[config.mk]
export PLATFORM = sky130hd
export DESIGN_NAME = snitch_icache_refill_arb
export DESIGN_NICKNAME = d
export VERILOG_FILES = /design/src/rtl/snitch_icache_refill_arb.sv
export SDC_FILE = /design/constraint.sdc
export NUM_CORES = 1
export LEC_CHECK = 0
export CELL_PAD_IN_SITES_DETAIL_PLACEMENT = 1
export CELL_PAD_IN_SITES_GLOBAL_PLACEMENT = 1
export CORE_ASPECT_RATIO = 2
export CORE_UTILIZATION = 45
export CTS_CLUSTER_DIAMETER = 80
export DETAILED_ROUTE_END_ITERATION = 12
export DONT_BUFFER_PORTS = 1
export HOLD_SLACK_MARGIN = 0.02
export PLACE_DENSITY_LB_ADDON = 0.12
export SLEW_MARGIN = 20
export SYNTH_ARGS = -nofsm -noshare
export SYNTH_HDL_FRONTEND = slang
export SYNTH_SLANG_ARGS = --single-unit
[constraint.sdc]
create_clock -name clk_i -period 4.3 [get_ports clk_i]
set_clock_uncertainty 0.1 [all_clocks]
set_input_delay 0.86 -clock clk_i [delete_from_list [all_inputs] [get_ports clk_i]]
set_output_delay 0.86 -clock clk_i [all_outputs]
set_load 0.03 [all_outputs]
[src/rtl/snitch_icache_refill_arb.sv]
// Refill arbiter for the Snitch L0 instruction caches: coalesces same-line misses,
// issues one refill per line round-robin and fans the returned line out to waiting ports.
`timescale 1ns/1ps
module snitch_icache_refill_arb #(
    parameter int unsigned NrPorts   = 4,
    parameter int unsigned AddrWidth = 32,
    parameter int unsigned LineWidth = 128,
    localparam int unsigned LineAlign = $clog2(LineWidth / 8),
    localparam int unsigned IdWidth   = $clog2(NrPorts)
) (
    input  logic                               clk_i,
    input  logic                               rst_ni,
    input  logic [NrPorts-1:0][AddrWidth-1:0]  in_addr_i,
    input  logic [NrPorts-1:0]                 in_valid_i,
    output logic [NrPorts-1:0]                 in_ready_o,
    output logic [LineWidth-1:0]               in_rsp_data_o,
    output logic                               in_rsp_error_o,
    output logic [NrPorts-1:0]                 in_rsp_valid_o,
    input  logic [NrPorts-1:0]                 in_rsp_ready_i,
    output logic [AddrWidth-1:0]               out_addr_o,
    output logic [IdWidth-1:0]                 out_id_o,
    output logic                               out_valid_o,
    input  logic                               out_ready_i,
    input  logic [LineWidth-1:0]               out_rsp_data_i,
    input  logic [IdWidth-1:0]                 out_rsp_id_i,
    input  logic                               out_rsp_error_i,
    input  logic                               out_rsp_valid_i,
    output logic                               out_rsp_ready_o,
    output logic [NrPorts-1:0]                 merged_o,
    output logic                               spurious_o
);

    localparam logic [AddrWidth-1:0] AlignMask = {AddrWidth{1'b1}} << LineAlign;

    typedef enum logic [2:0] {
        IDLE   = 3'd0,
        PEND   = 3'd1,
        ISSUED = 3'd2,
        MERGED = 3'd3,
        RESP   = 3'd4
    } port_state_e;

    port_state_e                state_q  [NrPorts];
    port_state_e                state_d  [NrPorts];
    logic [AddrWidth-1:0]       addr_q   [NrPorts];
    logic [AddrWidth-1:0]       addr_d   [NrPorts];
    logic [IdWidth-1:0]         leader_q [NrPorts];
    logic [IdWidth-1:0]         leader_d [NrPorts];

    logic [NrPorts-1:0]         mask_q, mask_d;
    logic [LineWidth-1:0]       data_q, data_d;
    logic                       error_q, error_d;
    logic [IdWidth-1:0]         rr_q, rr_d;
    logic                       lock_q, lock_d;
    logic [IdWidth-1:0]         lock_id_q, lock_id_d;
    logic [NrPorts-1:0]         merged_q, merged_d;
    logic                       spurious_q, spurious_d;

    logic [NrPorts-1:0]         merge_hit;
    logic [IdWidth-1:0]         merge_ldr [NrPorts];
    logic [NrPorts-1:0]         eligible;
    logic                       gnt_valid;
    logic [IdWidth-1:0]         gnt_id;
    logic                       out_hs;
    logic                       rsp_hs;
    logic                       rsp_hit;

    // Merge detection; a port holding a locked grant is committed to issuing.
    always_comb begin
        for (int p = 0; p < NrPorts; p++) begin
            merge_hit[p] = 1'b0;
            merge_ldr[p] = '0;
            eligible[p]  = 1'b0;
            if (state_q[p] == PEND && !(lock_q && lock_id_q == IdWidth'(p))) begin
                for (int q = 0; q < NrPorts; q++) begin
                    if (!merge_hit[p] && state_q[q] == ISSUED &&
                        addr_q[q][AddrWidth-1:LineAlign] == addr_q[p][AddrWidth-1:LineAlign]) begin
                        merge_hit[p] = 1'b1;
                        merge_ldr[p] = IdWidth'(q);
                    end
                end
            end
            eligible[p] = (state_q[p] == PEND) && !merge_hit[p];
        end
    end

    // Round-robin grant: lowest eligible index at or above rr_q, then wrap.
    always_comb begin
        gnt_valid = 1'b0;
        gnt_id    = '0;
        if (lock_q) begin
            gnt_valid = 1'b1;
            gnt_id    = lock_id_q;
        end else begin
            for (int p = 0; p < NrPorts; p++) begin
                if (!gnt_valid && eligible[p] && IdWidth'(p) >= rr_q) begin
                    gnt_valid = 1'b1;
                    gnt_id    = IdWidth'(p);
                end
            end
            for (int p = 0; p < NrPorts; p++) begin
                if (!gnt_valid && eligible[p] && IdWidth'(p) < rr_q) begin
                    gnt_valid = 1'b1;
                    gnt_id    = IdWidth'(p);
                end
            end
        end
    end

    assign out_valid_o     = gnt_valid;
    assign out_id_o        = gnt_id;
    assign out_addr_o      = addr_q[gnt_id] & AlignMask;
    assign out_hs          = gnt_valid && out_ready_i;
    assign out_rsp_ready_o = (mask_q == '0);
    assign rsp_hs          = out_rsp_valid_i && out_rsp_ready_o;

    always_comb begin
        rsp_hit = 1'b0;
        for (int p = 0; p < NrPorts; p++) begin
            if (out_rsp_id_i == IdWidth'(p) && state_q[p] == ISSUED) rsp_hit = 1'b1;
        end
    end

    // Next-state for port FSMs, response buffer and arbitration pointer.
    always_comb begin
        for (int p = 0; p < NrPorts; p++) begin
            state_d[p]  = state_q[p];
            addr_d[p]   = addr_q[p];
            leader_d[p] = leader_q[p];
        end
        mask_d     = mask_q;
        data_d     = data_q;
        error_d    = error_q;
        rr_d       = rr_q;
        lock_d     = gnt_valid && !out_ready_i;
        lock_id_d  = gnt_id;
        merged_d   = '0;
        spurious_d = 1'b0;

        for (int p = 0; p < NrPorts; p++) begin
            case (state_q[p])
                IDLE: begin
                    if (in_valid_i[p]) begin
                        state_d[p] = PEND;
                        addr_d[p]  = in_addr_i[p];
                    end
                end
                PEND: begin
                    if (merge_hit[p]) begin
                        state_d[p]  = MERGED;
                        leader_d[p] = merge_ldr[p];
                        merged_d[p] = 1'b1;
                    end else if (out_hs && gnt_id == IdWidth'(p)) begin
                        state_d[p] = ISSUED;
                    end
                end
                RESP: begin
                    if (mask_q[p] && in_rsp_ready_i[p]) begin
                        state_d[p] = IDLE;
                        mask_d[p]  = 1'b0;
                    end
                end
                default: ;
            endcase
        end

        if (out_hs) begin
            rr_d = (gnt_id == IdWidth'(NrPorts - 1)) ? '0 : gnt_id + IdWidth'(1);
        end

        // Ports merging in this very cycle still belong to the returning line.
        if (rsp_hs) begin
            if (rsp_hit) begin
                data_d  = out_rsp_data_i;
                error_d = out_rsp_error_i;
                for (int p = 0; p < NrPorts; p++) begin
                    if ((state_q[p] == ISSUED && out_rsp_id_i == IdWidth'(p)) ||
                        (state_q[p] == MERGED && leader_q[p] == out_rsp_id_i) ||
                        (merge_hit[p] && merge_ldr[p] == out_rsp_id_i)) begin
                        mask_d[p]  = 1'b1;
                        state_d[p] = RESP;
                    end
                end
            end else begin
                spurious_d = 1'b1;
            end
        end
    end

    always_ff @(posedge clk_i) begin
        if (!rst_ni) begin
            for (int p = 0; p < NrPorts; p++) begin
                state_q[p]  <= IDLE;
                addr_q[p]   <= '0;
                leader_q[p] <= '0;
            end
            mask_q     <= '0;
            data_q     <= '0;
            error_q    <= 1'b0;
            rr_q       <= '0;
            lock_q     <= 1'b0;
            lock_id_q  <= '0;
            merged_q   <= '0;
            spurious_q <= 1'b0;
        end else begin
            for (int p = 0; p < NrPorts; p++) begin
                state_q[p]  <= state_d[p];
                addr_q[p]   <= addr_d[p];
                leader_q[p] <= leader_d[p];
            end
            mask_q     <= mask_d;
            data_q     <= data_d;
            error_q    <= error_d;
            rr_q       <= rr_d;
            lock_q     <= lock_d;
            lock_id_q  <= lock_id_d;
            merged_q   <= merged_d;
            spurious_q <= spurious_d;
        end
    end

    always_comb begin
        for (int p = 0; p < NrPorts; p++) begin
            in_ready_o[p] = (state_q[p] == IDLE);
        end
    end

    assign in_rsp_valid_o = mask_q;
    assign in_rsp_data_o  = data_q;
    assign in_rsp_error_o = error_q;
    assign merged_o       = merged_q;
    assign spurious_o     = spurious_q;

endmodule
==> results_dict.tcl <==
set metrics [dict create \
    outcome "complete, but fails checks" \
    violations "setup timing" \
    htreeDepth 1 \
    synth.most_common_cell "nand2_1" \
    num_rows 91 \
    drive_gt1_share_pct 21.8 \
    synthArstFlopShare_pct 0 \
    dp_slack_ns -0.117 \
    dp_hpwl_microns 43100 \
    ys_warn_count 0 \
    vdd.ir_drop.worst_uv 422 \
    wire_per_inst_microns 25.6 \
    port_buffers 0 \
    ant_nets 0 \
    antenna_found_initial 2 \
    clockBufferDepth 3 \
    drt_iter0_drc 744 \
    worst_pin_slew_ns 0.960 \
    yosys-top-cells-area "dfxtp_1, nand2_1, a21oi_1, xor2_1, mux2i_1" \
    synth_top_area_share_pct 39.3 \
    grt_max_degree 151 \
    die_h_microns 252 \
    ys_ff_latch 275 \
    cts_made_buffers 25 \
    dieWidth_microns 127 \
    nets 2120 \
    seq_area_sq_um 5570 \
    synth_top_area_cell "dfxtp_1" \
    clk_latency_ns 0.57 \
    syn_avg_cell_area_sq_um 7.80 \
    cts_tree "built" \
    overflow 0 \
    p_leak_nw 6.62 \
    clkSlewWorstSetupHoldPaths_ns 0.06 \
    multi_input_area_sq_um 8210 \
    end_kind "output port" \
    routed_wirelength_microns 57300 \
    crit_type "flop to output port" \
    stdcell_area_sq_um 17200 \
    synth_area_sq_um 14000 \
    arrival_ns 3.91 \
    hold_viol 0 \
    period_minus_slack_ns 4.87 \
    path_cells "xor2_1 -> nor4_1 -> nand4_1 -> o21a_1 -> a22oi_4 -> a21bo_2 -> o2bb2ai_4 -> buf_12 -> buf_6 -> mux2i_1 -> mux2i_1 -> buf_4" \
    clockRootBuffer "clkbuf_16" \
    yosysSeqAreaShare_pct 39.3 \
    synthFlopType "dfxtp_1" \
    clock.fmax_ghz 0.206 \
    rsz0062_at_grt "true" \
    num_io_pins 449 \
    maxSlewHeadroom_pct 36.0 \
    worst_path_most_repeated_cell "mux2i_1" \
    synthCells 1797 \
    drtPass1Iterations 5 \
    maxCapViolCount 0 \
    slowest_delay_ns 0.54 \
    min_path_type "primary input to flop" \
    vias 13000 \
    power_density_nw_per_um2 483 \
    finalWorstSetupSlack_ns -0.565 \
    start_util_pct 45.6 \
    worstPathRequired_ns 3.34 \
    track_usage_pct 34.1 \
    whs_ns 0.284 \
    crit_path_top_delay_cell "dfxtp_1" \
    grt_pass1_wl_microns 80900 \
    drcViolationCount 0 \
    synthTopCellsByCount "nand2_1, dfxtp_1, a21oi_1" \
    coreArea_sq_um 30700 \
    cts_num_sinks 275 \
    area_delta_synth_final_pct 22.4 \
    instances_no_fill 2237 \
    nFillCells 3641 \
    slew_viol_final 0 \
    ctsHoldBuffers 0 \
    finalPower_mw 8.28 \
    period_share_pct 113 \
    dp.cells 2171 \
    first_global_vias 13600 \
    synth_edf_count 0 \
    die_area_sq_um 31900 \
    crit_fanout 12 \
    post_synth_num_cell_types 78 \
    crit_path_start_kind "flop" \
    setup_viol 29 \
    routed_via_density 5.82 \
    gp_congestion 0.968 \
    postPlaceCellArea_sq_um 15300 \
]
==> what timing repair did <==
action / in CTS / in global routing
gates cloned: 2 / 2
setup endpoints to repair: 30 / 31
resized for setup: 92 / 84
pin swaps: 22 / 8
setup buffers: 14 / 2
==> registers in the layout, summed over array words and instances, names as in the netlist <==
signal / count
in_rsp_error_o: 1
leader_q: 8
spurious_o: 1
lock_q: 1
rr_q: 2
in_rsp_valid_o: 4
lock_id_q: 2
state_q: 12
merged_o: 4
in_rsp_data_o: 128
addr_q: 112
==> cell usage in the layout, fill, tap and decap left out, types with 13 or more instances in the layout <==
cell type  instances
a21oi_1          263
mux2i_1           51
clkbuf_16         27
nand4_1           33
buf_4            177
nor4_1            13
buf_12            14
o21ai_0           15
dfxtp_2           37
mux2i_4           17
buf_6             23
nor3_1            14
xor2_1            98
nor4_2            17
xnor2_1           67
mux2i_2           14
nand2_1          507
nor2_1            38
dfxtp_1          232
==> cell type report <==
type                            instances  share of cell area [%]
Multi-Input combinational cell       1313                    47.8
Sequential cell                       275                    32.5
Timing Repair Buffer                  219                    11.6
Clock buffer                           32                    3.97
Tap cell                              372                    2.71
Clock inverter                         13                    1.09
Inverter                               11                   0.299
Antenna cell                            2                  0.0292
==> worst max-delay path: cells and delay by family, from the launching register on <==
family                    cells  cell delay, ns
muxes                         2            0.41
AOI/OAI and AO/OA             4            0.89
xor gates and xnor gates      1            0.23
and+or+nand+nor               2            0.68
DFF                           1            0.54
buffers and inverters         3            0.58
==> power breakdown <==
part	internal, mW	total, mW	leakage (nW)	switching [mW]
Clock	1.37	2.41	0.428	1.04
Combinational	1.30	2.93	3.94	1.63
Sequential	2.68	2.94	2.25	0.256
==> through the flow <==
step           TNS, ns  utilization [%]
2_1_floorplan        0                -
3_3_place_gp    -0.105             49.8
3_5_place_dp    -0.306             49.8
4_1_cts         -12.56             54.2
5_1_grt         -16.75             55.8
6_report        -14.44             55.8
==> path summary, 6_finish.rpt <==
path	from	endpoint	slack, ns	depth (start not counted)
hold reg to reg	leader_q[2][0]$_SDFFE_PN0P_	leader_q[2][0]$_SDFFE_PN0P_	0.38	2
setup / recovery	addr_q[2][16]$_SDFFE_PN0P_	out_addr_o[17]	-0.57	12
hold / removal	out_ready_i	lock_q$_SDFF_PN0_	0.28	1
setup reg to reg	addr_q[2][16]$_SDFFE_PN0P_	state_q[3][0]$_SDFF_PN0_	0.18	18
==> kinds of logic (layout without fill, tap and decap cells) <==
logic type,after synthesis,after routing,synth area share [%]
muxes,84,84,6.10
adders and majority gates,4,4,0.357
DFF,275,275,39.3
buffers and inverters,212,275,6.58
AOI/OAI and AO/OA,337,337,13.8
xor gates and xnor gates,181,181,11.3
other,1,6,0.0268
and+or+nand+nor,703,703,22.5
==> metal layers <==
| layer | vias to the layer above | global-route usage (%) | wire length [microns] |
|---|---|---|---|
| li1 | 6020 | - | - |
| met1 | 6295 | 31.2 | 18400 |
| met2 | 513 | 65.4 | 30700 |
| met3 | 200 | 5.22 | 2930 |
| met4 | 0 | 27.0 | 5200 |
| met5 | - | 0 | 0 |
Power figures use the tool's default switching activity.
